==> src/rtl/result_writeback_regfile_pkg.sv <==
// Shared constants for the writeback register file.
// Holds default sizes, the x0 value and the write-counter width.
package result_writeback_regfile_pkg;

    localparam int RF_XLEN    = 32;
    localparam int RF_NREGS   = 32;
    localparam int RF_AW      = 5;
    localparam int RF_WRCNT_W = 16;

    localparam logic [RF_XLEN-1:0] REG_ZERO = '0;

    // A write only lands when out of reset, enabled and not aimed at x0.
    function automatic logic rf_commit(
        input logic             rst_n,
        input logic             we,
        input logic [RF_AW-1:0] addr
    );
        return rst_n && we && (addr != '0);
    endfunction

endpackage

==> src/rtl/regfile_read_port.sv <==
// One combinational read port: address -> data, x0 forced to zero,
// optional same-cycle forwarding of the pending write.
// Ports: regs (flattened storage), addr, wr_en/wr_addr/wr_data (pending
//        write, already qualified by reset), rd_data.
module regfile_read_port
    import result_writeback_regfile_pkg::*;
#(
    parameter int XLEN   = RF_XLEN,
    parameter int NREGS  = RF_NREGS,
    parameter int AW     = RF_AW,
    parameter int BYPASS = 0
) (
    input  logic [NREGS-1:0][XLEN-1:0] regs,
    input  logic [AW-1:0]              addr,
    input  logic                       wr_en,
    input  logic [AW-1:0]              wr_addr,
    input  logic [XLEN-1:0]            wr_data,
    output logic [XLEN-1:0]            rd_data
);

    logic fwd;

    always_comb begin
        fwd = (BYPASS != 0) && wr_en
              && (wr_addr != '0) && (wr_addr == addr);

        rd_data = regs[addr];
        if (addr == '0) begin
            rd_data = XLEN'(REG_ZERO);
        end
        if (fwd) begin
            rd_data = wr_data;
        end
    end

endmodule

==> src/rtl/result_writeback_regfile.sv <==
// Integer register file at the receiving end of the writeback path.
// Ports: clk, reset (sync, active-low), RegWrite/A3/WD3 write port,
//        A1/RD1 and A2/RD2 operand reads, DbgA/DbgRD debug read,
//        WrCount committed-write counter (x0 writes not counted).
module result_writeback_regfile
    import result_writeback_regfile_pkg::*;
#(
    parameter int XLEN   = RF_XLEN,
    parameter int NREGS  = RF_NREGS,
    parameter int AW     = RF_AW,
    parameter int BYPASS = 0
) (
    input  logic                  clk,
    input  logic                  reset,
    input  logic                  RegWrite,
    input  logic [AW-1:0]         A1,
    input  logic [AW-1:0]         A2,
    input  logic [AW-1:0]         A3,
    input  logic [XLEN-1:0]       WD3,
    output logic [XLEN-1:0]       RD1,
    output logic [XLEN-1:0]       RD2,
    input  logic [AW-1:0]         DbgA,
    output logic [XLEN-1:0]       DbgRD,
    output logic [RF_WRCNT_W-1:0] WrCount
);

    logic [NREGS-1:0][XLEN-1:0] regs_q;
    logic [NREGS-1:0][XLEN-1:0] regs_d;
    logic [RF_WRCNT_W-1:0]      wr_count_q;
    logic [RF_WRCNT_W-1:0]      wr_count_d;
    logic                       commit;

    always_comb begin
        commit     = reset && RegWrite && (A3 != '0);
        regs_d     = regs_q;
        wr_count_d = wr_count_q;
        if (commit) begin
            regs_d[A3] = WD3;
            wr_count_d = wr_count_q + RF_WRCNT_W'(1);
        end
    end

    // Reset wins over any write presented in the same cycle.
    always_ff @(posedge clk) begin
        if (!reset) begin
            regs_q     <= '0;
            wr_count_q <= '0;
        end else begin
            regs_q     <= regs_d;
            wr_count_q <= wr_count_d;
        end
    end

    regfile_read_port #(
        .XLEN  (XLEN),
        .NREGS (NREGS),
        .AW    (AW),
        .BYPASS(BYPASS)
    ) u_rp1 (
        .regs   (regs_q),
        .addr   (A1),
        .wr_en  (commit),
        .wr_addr(A3),
        .wr_data(WD3),
        .rd_data(RD1)
    );

    regfile_read_port #(
        .XLEN  (XLEN),
        .NREGS (NREGS),
        .AW    (AW),
        .BYPASS(BYPASS)
    ) u_rp2 (
        .regs   (regs_q),
        .addr   (A2),
        .wr_en  (commit),
        .wr_addr(A3),
        .wr_data(WD3),
        .rd_data(RD2)
    );

    // Debug port always shows committed state only.
    regfile_read_port #(
        .XLEN  (XLEN),
        .NREGS (NREGS),
        .AW    (AW),
        .BYPASS(0)
    ) u_rpd (
        .regs   (regs_q),
        .addr   (DbgA),
        .wr_en  (1'b0),
        .wr_addr(A3),
        .wr_data(WD3),
        .rd_data(DbgRD)
    );

    assign WrCount = wr_count_q;

endmodule

==> config.mk <==
export PLATFORM = sky130hd
export DESIGN_NAME = result_writeback_regfile
export DESIGN_NICKNAME = d
export VERILOG_FILES = /design/src/rtl/result_writeback_regfile_pkg.sv /design/src/rtl/regfile_read_port.sv /design/src/rtl/result_writeback_regfile.sv
export SDC_FILE = /design/constraint.sdc
export NUM_CORES = 2
export LEC_CHECK = 0
export CAP_MARGIN = 15
export CORE_MARGIN = 1
export CORE_UTILIZATION = 24
export CTS_BUF_LIST = sky130_fd_sc_hd__clkbuf_4 sky130_fd_sc_hd__clkbuf_8 sky130_fd_sc_hd__clkbuf_16
export CTS_CLUSTER_SIZE = 12
export DETAILED_ROUTE_END_ITERATION = 10
export PLACE_DENSITY = 0.46
export REMOVE_ABC_BUFFERS = 1
export SLEW_MARGIN = 20
export SYNTH_ARGS = -nofsm -noshare
export SYNTH_HDL_FRONTEND = slang
export SYNTH_SLANG_ARGS = --single-unit
==> constraint.sdc <==
create_clock -name clk -period 3.4 [get_ports clk]
set_clock_uncertainty 0.2 [all_clocks]
set_input_delay 0.68 -clock clk [delete_from_list [all_inputs] [get_ports clk]]
set_output_delay 0.68 -clock clk [all_outputs]
set_load 0.05 [all_outputs]
# ---- Word-level counts from Yosys, hierarchy flattened
# Index checks and enable logic that the tools add are counted.
dict set report totals {
  word_cells 58
  out_inout_bits 112
  inputBits 55
  regBits 1040
}
dict set report op_classes {
  mux 12
  n_lt_le_gt_ge 5
  add_sub_neg 1
  reduce_logical 7
}
# op count
set ops {}
lappend ops {{1024-bit bitwise mux} 1}
lappend ops {{32-bit binary-select mux with 5-bit select} 3}
lappend ops {{32-bit 2-to-1 mux} 7}
lappend ops {{32-bit demux with 5-bit select} 1}
lappend ops {{5-bit by 6-bit < comparator with 1-bit output (second input constant)} 4}
lappend ops {{16-bit by 1-bit adder with 16-bit output (second input constant)} 1}
lappend ops {{5-bit logical NOT} 3}
lappend ops {{5-bit by 1-bit >= comparator with 1-bit output (second input constant)} 1}
lappend ops {{5-bit nonzero test} 1}
lappend ops {{1-bit logical AND} 3}

# ---- Longest topological paths before layout
dict set report logic_depth {
  ltp_word 5
  ltp_mapped 9
  ltp_nobuf 4
}

# ---- Hierarchy
# From an unflattened synthesis, not the netlist that was laid out.
dict set report unflattened {
  hier_cells 6608
  hier_area_um2 61173.7
}
# module area_each_um2 cells_per_inst seq_area_each_um2 n_inst
set modules_own_cells {}
lappend modules_own_cells {result_writeback_regfile 36069.6 4616 20820.0 1}
lappend modules_own_cells {regfile_read_port 8368.0 664 0.0 3}

# ---- Worst setup path after synthesis
# Ideal clock, no wire load.
dict set report synth_timing {
  path_kind {input-to-output}
  startpoint {in DbgA[0]}
  endpoint {out DbgRD[19]}
  arrival_ns 4.081
  required_time_ns 2.520
  slack_ns -1.561
  n_path_buf 4
  cell_stages 8
  path_cell_list {buf_6 buf_6 buf_6 buf_6 mux2i_1 a22oi_1 a31oi_1 a2111oi_0}
}
dict set report synth_between {
  elab_chain_len 3
  elab_cells_between_ends 4
  cone_classes {mux (3); reduce/logical (1)}
}
# item line_no
set synth_rtl {}
lappend synth_rtl {{start: declaration} result_writeback_regfile.sv:22} ;# input logic [AW-1:0] DbgA,
lappend synth_rtl {{32-bit binary-select mux with 5-bit select} regfile_read_port.sv:27} ;# rd_data = regs[addr];
lappend synth_rtl {{32-bit 2-to-1 mux (implied by the code)} regfile_read_port.sv:27}
lappend synth_rtl {{32-bit 2-to-1 mux (*)} regfile_read_port.sv:28} ;# if (addr == '0) begin
lappend synth_rtl {{end: declaration} result_writeback_regfile.sv:23} ;# output logic [XLEN-1:0] DbgRD,
# Every way passes the cells marked *; elsewhere a longest branch is shown, timed or not. The select of a mux whose other input is x is not followed.

# ---- Worst setup path after layout
dict set report layout_timing {
  startpoint {reg regs_q[976] (netlist name)}
  endpoint {out DbgRD[16]}
}
dict set report layout_between {
  elab_chain_len 3
}
# item line_no
set layout_rtl {}
lappend layout_rtl {{start: declaration} result_writeback_regfile.sv:27} ;# logic [NREGS-1:0][XLEN-1:0] regs_q;
lappend layout_rtl {{start signal: assignment} result_writeback_regfile.sv:49} ;# regs_q <= regs_d;
lappend layout_rtl {{32-bit binary-select mux with 5-bit select} regfile_read_port.sv:27}
lappend layout_rtl {{32-bit 2-to-1 mux (implied by the code)} regfile_read_port.sv:27}
lappend layout_rtl {{32-bit 2-to-1 mux} regfile_read_port.sv:28}
# No other way between the ends. The select of a mux whose other input is x is not followed.

==> out/metrics.csv <==
metric,value,unit
"Most Used Layer, Global Route",met2,
hold_ws,0.176,ns
met3 Track Usage GR,4.57,%
RD Place Congestion,0.923,
GR Util met1,30.6,%
largest net degree at the start of global routing,109,
max frequency,267,MHz
"Slew Viols, Final",0,
fin nets,7228,
met2 usage,38.8,%
DR pass1 iterations,8,
static leakage,29.8,nW
# H-tree levels,3,
Iter 0 DRT Violations,7932,
Skew-Pair Late Insertion Delay,0.78,ns
multi-input logic area,41100,sq um
Synth Register Bits,1040,
yosys warns,0,
die width,506,um
# clock sinks,1040,
vias,60200,
fin crit share,110,%
CP Capture Type,output port,
TritonCTS clock tree,yes,
status,finished with violations,
Post-Syn Instances,6618,
layout cells sized above 1,34.3,%
"crit path setup slack, layout",-0.343,ns
Max Cap Viol,0,
Critical Path AT,2.86,ns
CP Launch Type,flip-flop,
WL/cell,30.9,um
pre-CTS setup slack,-0.937,ns
"Reg clk slew, reported paths",0.06,ns
Max VDD drop,0.000472,V
min Tclk post-route,3.74,ns
failing checks,setup timing,
Root Buffer,clkbuf_16,
gr ovfl total,0,
synth unique cells,64,
ys flop type,dfxtp_1,
die height,506,um
Routed WL,329000,um
RSZ-0062 raised after global routing,true,
IO buf count,166,
number of synthesized flops with an enable pin,0,
I/O pin count,167,
Layout area overhead,39.2,%
vias per cell,5.67,
antenna violations before repair,6,
Total Routing Usage GR,24.6,%
Final HPWL DP,212000,um
Die ar.,256000,sq um
Pwr Density,370,nW/um^2
Mapped Area,61000,sq um
post-synthesis sequential area ratio,34.1,%
syn avg cell area,9.22,sq um
Final Hold Fails,0,
endpoints failing setup,90,
drc violations,0,
Initial Util,24.2,%
Tightest Pin Transition,0.932,ns
Core Box Area,252000,sq um
Required @ worst endpoint,2.52,ns
Async SR Flop Fraction,0,%
CTS Buf Count,117,
# fillers,25300,
ANT nets after route,0,
worst rel slew slack,37.9,%
first-pass GRT wire length,452000,um
num rows,184,
Worst Path Max Fanout,3,
FF/Latch Area,20900,sq um
Hold WC Path Type,in2reg,
vias in the first global route,57500,
Fin Setup TNS,-14.70,ns
Setup CP Type,reg2out,
Max Root-Sink Buffers,3,
power by group:
group / internal [mW] / total [mW] / switching, mW
registers: 12.2 / 12.3 / 0.0566
clock network: 7.80 / 13.7 / 5.92
logic: 2.31 / 5.45 / 3.15
total: 22.3 / 31.5 / 9.12
through the flow:
| step | utilization, % | total power, mW | cells | cell area (sq um) |
|---|---|---|---|---|
| 2_1_floorplan | - | 13.9 | 5904 | 57700 |
| 3_3_place_gp | 28.8 | 16.9 | 10200 | 72700 |
| 3_5_place_dp | 28.8 | 16.9 | 10200 | 72700 |
| 4_1_cts | 33.0 | 31.2 | 10600 | 83100 |
| 5_1_grt | 33.7 | 32.1 | 10600 | 84900 |
| 6_report | 33.7 | 31.5 | 10600 | 84900 |
metal layers:
layer | vias up | wire length (um)
li1 | 25100 | -
met1 | 30300 | 124000
met2 | 3895 | 149000
met3 | 927 | 31900
met5 | - | 13
met4 | 2 | 23500
area by class of cell:
cell class                      instances  area share [%]
Sequential cell                      1040            24.6
Clock inverter                         42           0.629
Timing Repair Buffer                 1149            17.3
Antenna cell                            5          0.0147
Clock buffer                          169            4.11
Inverter                                8          0.0501
Tap cell                             3348            4.93
Multi-Input combinational cell       4856            48.4
state kept, by name, indices dropped and copies added (netlist names):
register and cells:
WrCount 16, regs_q 1024
synth_stat cells (all sizes together), types with 61 or more instances:
| cell type | count | area share (%) |
|---|---|---|
| a22oi | 149 | 1.8 |
| o22ai | 89 | 0.91 |
| clkbuf | 471 | 2.9 |
| nor2b | 74 | 0.76 |
| a21oi | 974 | 8.0 |
| dfxtp | 1040 | 34 |
| nand2 | 1832 | 11 |
| mux2i | 520 | 8.5 |
| nor3 | 62 | 0.51 |
| buf | 243 | 2.5 |
| a2111oi | 61 | 0.95 |
| and2 | 62 | 0.64 |
| mux4 | 594 | 22 |
| nor2 | 127 | 0.78 |
cell usage in the layout, fill, tap and decap left out, types with 23 or more instances in the layout:
cell and count:
nand2_1 1804, a21oi_1 963, dfxtp_1 950, mux4_2 594, buf_4 539, mux2i_1 517, buf_12 303, buf_6 137
clkbuf_16 132, a22oi_1 123, nor2_1 101, dfxtp_2 90, clkdlybuf4s50_1 54, a2111oi_4 52, buf_8 48, o22ai_1 44
buf_16 43, and2_1 42, nor2b_1 41, nor3_4 40, a22o_1 39, mux2_2 37, o22ai_4 33, nor4_4 28
clkbuf_4 28, nor2b_4 27, nand2_2 27, a22oi_2 26, nor2_4 25, mux2_4 23
repair_timing:
action	in CTS	in global routing
setup endpoints to repair	96	96
endpoints found under the hold margin	0	0
gates cloned	31	9
setup buffers	161	92
gates resized for setup	821	289
hold buffers	0	0
pin swaps	152	142
kinds of logic (layout without fill, tap and decap cells):
family | count (synthesis) | count (layout) | share of synthesized area, %
AO/OA/AOI/OAI | 1421 | 1421 | 13.7
XOR/XNOR | 3 | 3 | 0.0431
adder cells (fa/ha/maj) | 1 | 1 | 0.0205
buffers and inverters | 722 | 1368 | 5.43
flip-flops | 1040 | 1040 | 34.1
multiplexers | 1174 | 1174 | 31.6
other | 0 | 5 | 0
AND/OR/NAND/NOR | 2257 | 2257 | 15.2
worst paths after layout:
kind / start / end / slack, ns / depth (start not counted)
setup / recovery: regs_q[976]$_SDFFE_PN0P_ / DbgRD[16] / -0.34 / 7
hold / removal: reset / WrCount[15]$_SDFFE_PN0P_ / 0.18 / 3
setup reg to reg: WrCount[6]$_SDFFE_PN0P_ / WrCount[13]$_SDFFE_PN0P_ / 1.23 / 4
hold reg to reg: regs_q[838]$_SDFFE_PN0P_ / regs_q[838]$_SDFFE_PN0P_ / 0.27 / 2
critical path, cell delays in order (launching register included):
cell,delay [ns]
dfxtp_2,0.33
buf_6,0.11
mux4_2,0.45
a22o_1,0.27
a2111oi_4,0.38
buf_4,0.22
nor3_4,0.07
clkbuf_16,0.21
Power figures use the tool's default switching activity.
